[src/rtl/line_ram_reader_if.sv]
// Pixel stream interface between the line RAM reader and its consumer.
// Signals:
//   m_data  : output pixel (RGB888 by default)
//   m_valid : beat valid, driven by the producer
//   m_ready : consumer accepts a beat when m_valid & m_ready
//   m_last  : marks the beat read from the final line address
// Modports: master (producer side), slave (consumer side).
interface line_ram_reader_if #(
    parameter int DATA_WIDTH = 24
);
    logic [DATA_WIDTH-1:0] m_data;
    logic                  m_valid;
    logic                  m_ready;
    logic                  m_last;

    modport master (
        output m_data,
        output m_valid,
        output m_last,
        input  m_ready
    );

    modport slave (
        input  m_data,
        input  m_valid,
        input  m_last,
        output m_ready
    );
endinterface

[src/rtl/line_ram_reader.sv]
// Read-side controller for the single-port line RAM. A start pulse sweeps
// addresses 0..last_addr, hides the RAM's one-cycle read latency behind a
// 2-entry FIFO and presents the line as a valid/ready pixel stream.
// Ports:
//   clk, rst     : clock, synchronous active-high reset
//   start        : one-cycle pulse beginning a line read (ignored while busy)
//   last_addr    : inclusive final address, sampled with start
//   busy         : high while a line read is in progress
//   done         : one-cycle pulse after the final beat is accepted
//   ram_addr     : registered RAM read address
//   ram_rd_data  : RAM read data, valid the cycle after ram_addr is sampled
//   m            : pixel stream (master modport)
module line_ram_reader #(
    parameter int ADDR_WIDTH = 11,
    parameter int DATA_WIDTH = 24
) (
    input  logic                  clk,
    input  logic                  rst,
    input  logic                  start,
    input  logic [ADDR_WIDTH-1:0] last_addr,
    output logic                  busy,
    output logic                  done,
    output logic [ADDR_WIDTH-1:0] ram_addr,
    input  logic [DATA_WIDTH-1:0] ram_rd_data,
    line_ram_reader_if.master     m
);

    typedef enum logic [1:0] {
        IDLE  = 2'd0,
        ISSUE = 2'd1,
        DRAIN = 2'd2
    } state_t;

    state_t                state_r;
    state_t                state_s;
    logic [ADDR_WIDTH-1:0] last_r;
    logic                  inflight_r;
    logic                  inflight_last_r;
    logic [DATA_WIDTH-1:0] fifo_data_r [0:1];
    logic                  fifo_last_r [0:1];
    logic                  wr_ptr_r;
    logic                  rd_ptr_r;
    logic [1:0]            count_r;

    logic                  pop_s;
    logic                  push_s;
    logic                  issue_ok_s;
    logic                  issue_s;
    logic                  at_last_s;
    logic                  accept_start_s;

    // Stream outputs come straight from the FIFO head registers.
    assign m.m_valid = (count_r != 2'd0);
    assign m.m_data  = fifo_data_r[rd_ptr_r];
    assign m.m_last  = fifo_last_r[rd_ptr_r] & (count_r != 2'd0);

    // Handshake, issue decision and next-state logic.
    always_comb begin
        pop_s          = (count_r != 2'd0) & m.m_ready;
        push_s         = inflight_r;
        at_last_s      = (ram_addr == last_r);
        // Entries held plus the one in flight, after this cycle's pop,
        // must leave room for the data of a new issue.
        issue_ok_s     = (({1'b0, count_r} + {2'b00, inflight_r} - {2'b00, pop_s}) < 3'd2);
        issue_s        = (state_r == ISSUE) & issue_ok_s;
        // A start coinciding with done is dropped.
        accept_start_s = start & ~done;
        state_s        = state_r;
        case (state_r)
            IDLE: begin
                if (accept_start_s) begin
                    state_s = ISSUE;
                end else begin
                    state_s = IDLE;
                end
            end
            ISSUE: begin
                if (issue_s && at_last_s) begin
                    state_s = DRAIN;
                end else begin
                    state_s = ISSUE;
                end
            end
            DRAIN: begin
                // Leave as soon as the final beat is being accepted so done
                // lands on the cycle right after it.
                if (!inflight_r && ((count_r - {1'b0, pop_s}) == 2'd0)) begin
                    state_s = IDLE;
                end else begin
                    state_s = DRAIN;
                end
            end
            default: begin
                state_s = IDLE;
            end
        endcase
    end

    // State, address generator, in-flight tracking and FIFO registers.
    always_ff @(posedge clk) begin
        if (rst) begin
            state_r         <= IDLE;
            busy            <= 1'b0;
            done            <= 1'b0;
            ram_addr        <= {ADDR_WIDTH{1'b0}};
            last_r          <= {ADDR_WIDTH{1'b0}};
            inflight_r      <= 1'b0;
            inflight_last_r <= 1'b0;
            fifo_data_r[0]  <= {DATA_WIDTH{1'b0}};
            fifo_data_r[1]  <= {DATA_WIDTH{1'b0}};
            fifo_last_r[0]  <= 1'b0;
            fifo_last_r[1]  <= 1'b0;
            wr_ptr_r        <= 1'b0;
            rd_ptr_r        <= 1'b0;
            count_r         <= 2'd0;
        end else begin
            state_r <= state_s;
            busy    <= (state_s != IDLE);
            done    <= (state_r == DRAIN) && (state_s == IDLE);

            if ((state_r == IDLE) && accept_start_s) begin
                ram_addr <= {ADDR_WIDTH{1'b0}};
                last_r   <= last_addr;
            end else if (issue_s && !at_last_s) begin
                // The final address is held, so a full-size line never wraps.
                ram_addr <= ram_addr + {{(ADDR_WIDTH-1){1'b0}}, 1'b1};
            end else begin
                ram_addr <= ram_addr;
            end

            inflight_r      <= issue_s;
            inflight_last_r <= issue_s & at_last_s;

            if (push_s) begin
                fifo_data_r[wr_ptr_r] <= ram_rd_data;
                fifo_last_r[wr_ptr_r] <= inflight_last_r;
                wr_ptr_r              <= ~wr_ptr_r;
            end else begin
                wr_ptr_r <= wr_ptr_r;
            end

            if (pop_s) begin
                rd_ptr_r <= ~rd_ptr_r;
            end else begin
                rd_ptr_r <= rd_ptr_r;
            end

            count_r <= count_r + {1'b0, push_s} - {1'b0, pop_s};
        end
    end

endmodule

[src/flat_wrapper.sv]
// flat-port wrapper written by rule: the top's interface ports become plain ports
module line_ram_reader_flat 
#(
    parameter int ADDR_WIDTH = 11,
    parameter int DATA_WIDTH = 24
)
  (clk, rst, start, last_addr, busy, done, ram_addr, ram_rd_data, m_m_data, m_m_valid, m_m_last, m_m_ready);
  line_ram_reader_if #(.DATA_WIDTH(DATA_WIDTH)) m_i ();
  input  logic clk;
  input  logic rst;
  input  logic start;
  input  logic [ADDR_WIDTH-1:0] last_addr;
  output logic busy;
  output logic done;
  output logic [ADDR_WIDTH-1:0] ram_addr;
  input  logic [DATA_WIDTH-1:0] ram_rd_data;
  output wire logic [$bits(m_i.m_data)-1:0] m_m_data;
  output wire logic [$bits(m_i.m_valid)-1:0] m_m_valid;
  output wire logic [$bits(m_i.m_last)-1:0] m_m_last;
  input wire logic [$bits(m_i.m_ready)-1:0] m_m_ready;
  assign m_m_data = m_i.m_data;
  assign m_m_valid = m_i.m_valid;
  assign m_m_last = m_i.m_last;
  assign m_i.m_ready = m_m_ready;
  line_ram_reader #(.ADDR_WIDTH(ADDR_WIDTH), .DATA_WIDTH(DATA_WIDTH)) u_core (.clk(clk), .rst(rst), .start(start), .last_addr(last_addr), .busy(busy), .done(done), .ram_addr(ram_addr), .ram_rd_data(ram_rd_data), .m(m_i));
endmodule
[config.mk]
export PLATFORM = sky130hd
export DESIGN_NAME = line_ram_reader_flat
export DESIGN_NICKNAME = d
export VERILOG_FILES = /design/src/rtl/line_ram_reader_if.sv /design/src/rtl/line_ram_reader.sv /design/src/flat_wrapper.sv
export SDC_FILE = /design/constraint.sdc
export NUM_CORES = 1
export LEC_CHECK = 0
export ABC_AREA = 1
export CORE_ASPECT_RATIO = 1.25
export CORE_MARGIN = 5
export CORE_UTILIZATION = 30
export CTS_BUF_LIST = sky130_fd_sc_hd__clkbuf_16
export DETAILED_ROUTE_END_ITERATION = 10
export PLACE_DENSITY = 0.58
export SETUP_SLACK_MARGIN = 0.3
export SYNTH_ARGS = -nofsm -noshare
export SYNTH_HDL_FRONTEND = slang
export SYNTH_SLANG_ARGS = --single-unit
[constraint.sdc]
create_clock -name clk -period 3.03 [get_ports clk]
set_input_delay 0.606 -clock clk [delete_from_list [all_inputs] [get_ports clk]]
set_output_delay 0.606 -clock clk [all_outputs]
set_load 0.01 [all_outputs]
; Yosys cells after proc, flatten, opt, wreduce, memory -nomap -nowiden
; Memory sizes are Yosys's and may differ from the RTL's. A register that Yosys moved wholly into a read port is not among the register bits.
; Cells that the tools add are included.
[totals]
mem_bits_rw = 50
ff_bits = 32
out_inout_bits = 39
memories = 2
[mem_list]
columns = name, depth, width, read_ports, rd_clocked_by_memory_dff, wr, line_no
row1 = u_core.fifo_data_r, 2, 24, 1, 1, 2, line_ram_reader.sv:39  ; logic [DATA_WIDTH-1:0] fifo_data_r [0:1];
row2 = u_core.fifo_last_r, 2, 1, 1, 1, 2, line_ram_reader.sv:40  ; logic fifo_last_r [0:1];
[classes]
bitwise_logic = 8
eq_ne = 3
add_sub_neg = 6
magnitude_cmp = 1
muxes = 19
reduce_logical = 15
[op_table]
columns = cell, n
row1 = 2-to-1 mux 24 bit, 1
row2 = OR reduction 24 bit, 1
row3 = 2-to-1 mux 1 bit, 15
row4 = "adder 11 x 1 -> 11 bit, second input constant", 1
row5 = equality test 11 bit, 1
row6 = logical NOT 2 bit, 3
row7 = one-hot mux 2 bit (3 select lines), 1
row8 = AND 1 bit, 5
row9 = logical AND 1 bit, 5
row10 = 2-to-1 mux 2 bit, 2
row11 = nonzero test 2 bit, 2
row12 = subtractor 2 x 1 -> 2 bit, 2
row13 = adder 2 x 1 -> 3 bit, 1
row14 = "< comparator 3 x 2 -> 1 bit, second input constant", 1
row15 = inverter 1 bit, 3
row16 = subtractor 3 x 1 -> 3 bit, 1
row17 = adder 2 x 1 -> 2 bit, 1
row18 = "equality test 2 x 1 -> 1 bit, second input constant", 1
row19 = "equality test 2 bit, second input constant", 1
row20 = logical NOT 1 bit, 2
row21 = OR reduction 2 bit, 1
row22 = OR reduction 1 bit, 1

; Logic depth before layout (Yosys ltp)
[depth]
depth_word = 10
ltp_mapped = 16
mapped_depth_nobuf = 16

; Least setup slack after synthesis
; OpenSTA, ideal clock, no wires.
[synth_timing]
path_type = input-to-reg
start = input m_m_ready
end = register u_core.ram_addr[7]
arrival_ns = 2.424
required_time_ns = 2.905
path_slack_ns = 0.482
path_stages = 13
path_buffers = 1
cell_sequence = nand2_1 inv_1 ha_1 inv_1 ha_1 inv_1 fa_1 inv_1 nor3_4 nand2_4 buf_12 nand2_1 a21oi_2
[synth_via]
elab_chain_len = 5
[synth_lines]
columns = element, line_no
row1 = start: declaration, flat_wrapper.sv:20  ; input wire logic [$bits(m_i.m_ready)-1:0] m_m_ready;
row2 = AND 1 bit, line_ram_reader.sv:59  ; pop_s = (count_r != 2'd0) & m.m_ready;
row3 = net u_core.pop_s, line_ram_reader.sv:45  ; logic pop_s;
row4 = subtractor 3 x 1 -> 3 bit, line_ram_reader.sv:64  ; issue_ok_s = (({1'b0, count_r} + {2'b00, inflight_r} - {2'b00, pop_s}) < 3'd2);
row5 = < comparator 3 x 2 -> 1 bit, line_ram_reader.sv:64
row6 = AND 1 bit, line_ram_reader.sv:65  ; issue_s = (state_r == ISSUE) & issue_ok_s;
row7 = logical AND 1 bit, line_ram_reader.sv:124  ; end else if (issue_s && !at_last_s) begin
row8 = end signal: assignment, line_ram_reader.sv:122  ; ram_addr <= {ADDR_WIDTH{1'b0}};
row9 = end signal: assignment, line_ram_reader.sv:126  ; ram_addr <= ram_addr + {{(ADDR_WIDTH-1){1'b0}}, 1'b1};
row10 = end signal: assignment, line_ram_reader.sv:128  ; ram_addr <= ram_addr;
row11 = end: declaration, line_ram_reader.sv:23  ; output logic [ADDR_WIDTH-1:0] ram_addr,
; The timed path passes the listed nets, and every way through them passes these cells.
; A chain may end at the register's enable or synchronous reset.

; Worst setup path in the final report
[layout_timing]
start = register u_core.count_r[0]
end = register u_core.ram_addr[3]
[layout_via]
elab_chain_len = 6
[layout_lines]
columns = element, line_no
row1 = start: declaration, line_ram_reader.sv:43  ; logic [1:0] count_r;
row2 = start signal: assignment, line_ram_reader.sv:148  ; count_r <= count_r + {1'b0, push_s} - {1'b0, pop_s};
row3 = nonzero test 2 bit, line_ram_reader.sv:59
row4 = AND 1 bit, line_ram_reader.sv:59
row5 = net u_core.pop_s, line_ram_reader.sv:45
row6 = subtractor 3 x 1 -> 3 bit, line_ram_reader.sv:64
row7 = < comparator 3 x 2 -> 1 bit, line_ram_reader.sv:64
row8 = AND 1 bit, line_ram_reader.sv:65
row9 = logical AND 1 bit, line_ram_reader.sv:124
; The timed path passes the listed nets, and every way through them passes these cells.

==> flow_metrics.env <==
export IMPL_cp_slowest_cell="fa_1"
export IMPL_synthesis_area_mm2=0.00386
export IMPL_grt_pass1_wl_um=14500
export IMPL_dr_total_vias=3071
export IMPL_power_density_mw_per_mm2=644
export IMPL_grt_pass1_vias=3012
export IMPL_cts_buffers=9
export IMPL_synthCells=446
export IMPL_path_class="register to register"
export IMPL_core_area_mm2=0.0127
export IMPL_status="complete, no violations"
export IMPL_yosys_area_top_type="edfxtp_1"
export IMPL_path_cells="nor2_4 -> inv_2 -> nand2_2 -> inv_2 -> ha_1 -> inv_1 -> ha_2 -> inv_2 -> fa_1 -> inv_2 -> nor3_4 -> buf_6 -> buf_16 -> nand3_2 -> a21oi_2"
export IMPL_viasPerCell=4.34
export IMPL_cap_violations=0
export IMPL_clkTransAtPathRegs_ns=0.06
export IMPL_synthToLayoutAreaGrowth_pct=36.5
export IMPL_synth_area_top_cells="edfxtp_1, dfxtp_1, nand2_1"
export IMPL_h_tree_depth=3
export IMPL_nFillCells=1235
export IMPL_period_needed_ns=2.60
export IMPL_ys_seq_area_share_pct=56.0
export IMPL_max_stage_delay_ns=0.53
export IMPL_avgSynthCellArea_um2=8.65
export IMPL_first_iter_violations=135
export IMPL_port_buffers=77
export IMPL_rsz0062_at_grt="no"
export IMPL_arrival_ns=2.86
export IMPL_die_area_mm2=0.0152
export IMPL_hold_class="register to register"
export IMPL_drc=0
export IMPL_drive_gt1_share_pct=15.2
export IMPL_antenna_found_initial=0
export IMPL_die_y_um=137
export IMPL_nets=577
export IMPL_ys_types=32
export IMPL_clk_latency_ns=0.33
export IMPL_routabilityCongestion=0.751
export IMPL_overflow=0
export IMPL_clock_sinks=83
export IMPL_drtPass1Iterations=5
export IMPL_power_leakage_nw=2.23
export IMPL_cts_tree="built"
export IMPL_syn_num_nets=489
export IMPL_setup_violations=0
export IMPL_yosysTopAreaCellShare_pct=38.9
export IMPL_start_util_pct=30.5
export IMPL_postPlaceCellArea_mm2=0.00481
export IMPL_ant_nets=0
export IMPL_slew_headroom_pct=65.5
export IMPL_wire_per_inst_um=12.4
export IMPL_drv_slew=0
export IMPL_yosysWarnings=0
export IMPL_timing_final_crit_share_pct=85.8
export IMPL_peakVddDrop_mv=0.277
export IMPL_final_hold_viol_count=0
export IMPL_cp_end_kind="register"
export IMPL_crit_top_cell="inv_2"
export IMPL_clock_path_buffers=2
export IMPL_grt_util_all_layers_pct=11.8
export IMPL_clock_skew_final_ns=0.00543
export IMPL_worst_pin_slew_ns=0.518
export IMPL_drt_wl_total_um=8750
export IMPL_grt_max_degree=26
export IMPL_final_area_mm2=0.00527
export IMPL_core_rowCount=46
export IMPL_num_antenna_cells=0
export IMPL_ios=78
export IMPL_die_width_um=111
export IMPL_synth_seq_cells=83
export IMPL_root_buffer="clkbuf_16"
export IMPL_fmax_mhz=384
export IMPL_crit_required_ns=3.29
export IMPL_power_w=0.00340
export IMPL_worstSetupStartpointType="register"
export IMPL_dp_hpwl_um=6100
export IMPL_path_max_fanout=6
cell families after synthesis:
logic type               count (synthesis)  synth area share [%]
AND/OR/NAND/NOR                        237                  25.9
buffers and inverters                   76                  8.49
XOR/XNOR                                11                  2.50
AO/OA/AOI/OAI                           35                  5.58
adder cells (fa/ha/maj)                  4                  1.49
flip-flops                              83                  56.0
final cells by class:
type / instances / area [um^2] / area share, %
clock buffer: 9 / 225 / 4.27
sequential: 83 / 2170 / 41.1
multi-input combinational: 287 / 1430 / 27.2
tap: 168 / 210 / 3.99
inverter: 57 / 214 / 4.06
timing repair buffer: 96 / 948 / 18.0
clock inverter: 7 / 73.8 / 1.40
routing by layer:
layer  up-vias  wire length (um)  track usage, %
met1      1395              3970            14.4
met2        90              4140            19.8
li1       1574                 -               -
met4         0               158            5.07
met5         -                 0               0
met3        12               479            3.01
worst max-delay path, delay by kind of cell, from the launching register on:
family | cells | cell delay (ns)
adder cells (fa/ha/maj) | 3 | 0.95
flip-flops | 1 | 0.36
buffers and inverters | 7 | 0.51
AND/OR/NAND/NOR | 4 | 0.56
AO/OA/AOI/OAI | 1 | 0.14
per-stage QoR:
step | std cells | setup WS (ns) | TNS, ns | util [%] | hold WS (ns)
global route | 707 | 0.277 | 0 | 41.6 | 0.483
floorplan | 446 | 0.482 | 0 | - | 0.426
detailed placement | 682 | -0.0720 | -0.685 | 38.0 | 0.442
finish | 707 | 0.429 | 0 | 41.6 | 0.457
CTS | 703 | 0.314 | 0 | 41.2 | 0.460
global placement | 682 | -0.0555 | -0.531 | 38.0 | 0.437
power breakdown:
| group | switching, W | internal, W | leakage, nW |
|---|---|---|---|
| logic | 0.000486 | 0.000468 | 1.29 |
| registers | 0.0000509 | 0.00130 | 0.788 |
| clock network | 0.000449 | 0.000644 | 0.148 |
state kept, by name, indices dropped and copies added (netlist names), named ones only:
signal                  cells
u_core.fifo_data_r         48
u_core.inflight_r           1
u_core.ram_addr            11
u_core.state_r              2
u_core.fifo_last_r          2
u_core.count_r              2
u_core.wr_ptr_r             1
u_core.inflight_last_r      1
u_core.rd_ptr_r             1
u_core.done                 1
u_core.last_r              11
u_core.busy                 1
Yosys cell counts:
library cell / count
buf_2: 9
nor2_1: 72
nor2_4: 1
xor2_1: 5
nand2_1: 124
xnor2_1: 6
ha_1: 3
buf_12: 1
nor3_4: 1
nand4_1: 3
fa_1: 1
nor3_1: 1
nand3_2: 1
inv_1: 53
o21ai_0: 12
clkinv_1: 1
inv_2: 3
and3_1: 1
a211oi_1: 1
a21oi_2: 10
nor2_2: 4
nand2_2: 6
o21ai_1: 1
buf_6: 2
dfxtp_1: 33
edfxtp_1: 50
nor3_2: 1
nand3_1: 19
nand2_4: 2
clkbuf_1: 7
nand3b_1: 1
a21oi_1: 11
worst paths after layout:
kind              cells past startpoint  slack [ns]                 end         startpoint
setup / recovery                     15        0.43  u_core.ram_addr[3]  u_core.count_r[0]
hold / removal                        2        0.46         u_core.done  u_core.state_r[1]
setup reg to reg                     15        0.43  u_core.ram_addr[3]  u_core.count_r[0]
hold reg to reg                       2        0.46         u_core.done  u_core.state_r[1]
cell usage in the layout (no fill, tap or decap), types with 2 or more instances in the layout:
cell and n:
nand2_1 119, inv_2 7, a21oi_2 10, o21ai_0 12
edfxtp_1 50, buf_4 16, nand3_2 7, xnor2_1 6
nor2_1 71, inv_6 3, xor2_1 5, clkdlybuf4s50_1 76
ha_1 2, clkinv_1 2, dfxtp_1 31, nand3_1 13
nor2_2 4, nand2_2 11, inv_1 49, clkbuf_16 9
nand4_1 3, nor2_4 2, a21oi_1 11
repair_timing:
item | 4_1_cts | 5_1_grt
resized for setup | 14 | 11
hold buffers | 0 | 0
pin swaps | 10 | 6
cloned | 1 | 0
setup buffers | 4 | 4
setup endpoints to repair | 11 | 16
Note: power is estimated with default switching activity, not from simulation.
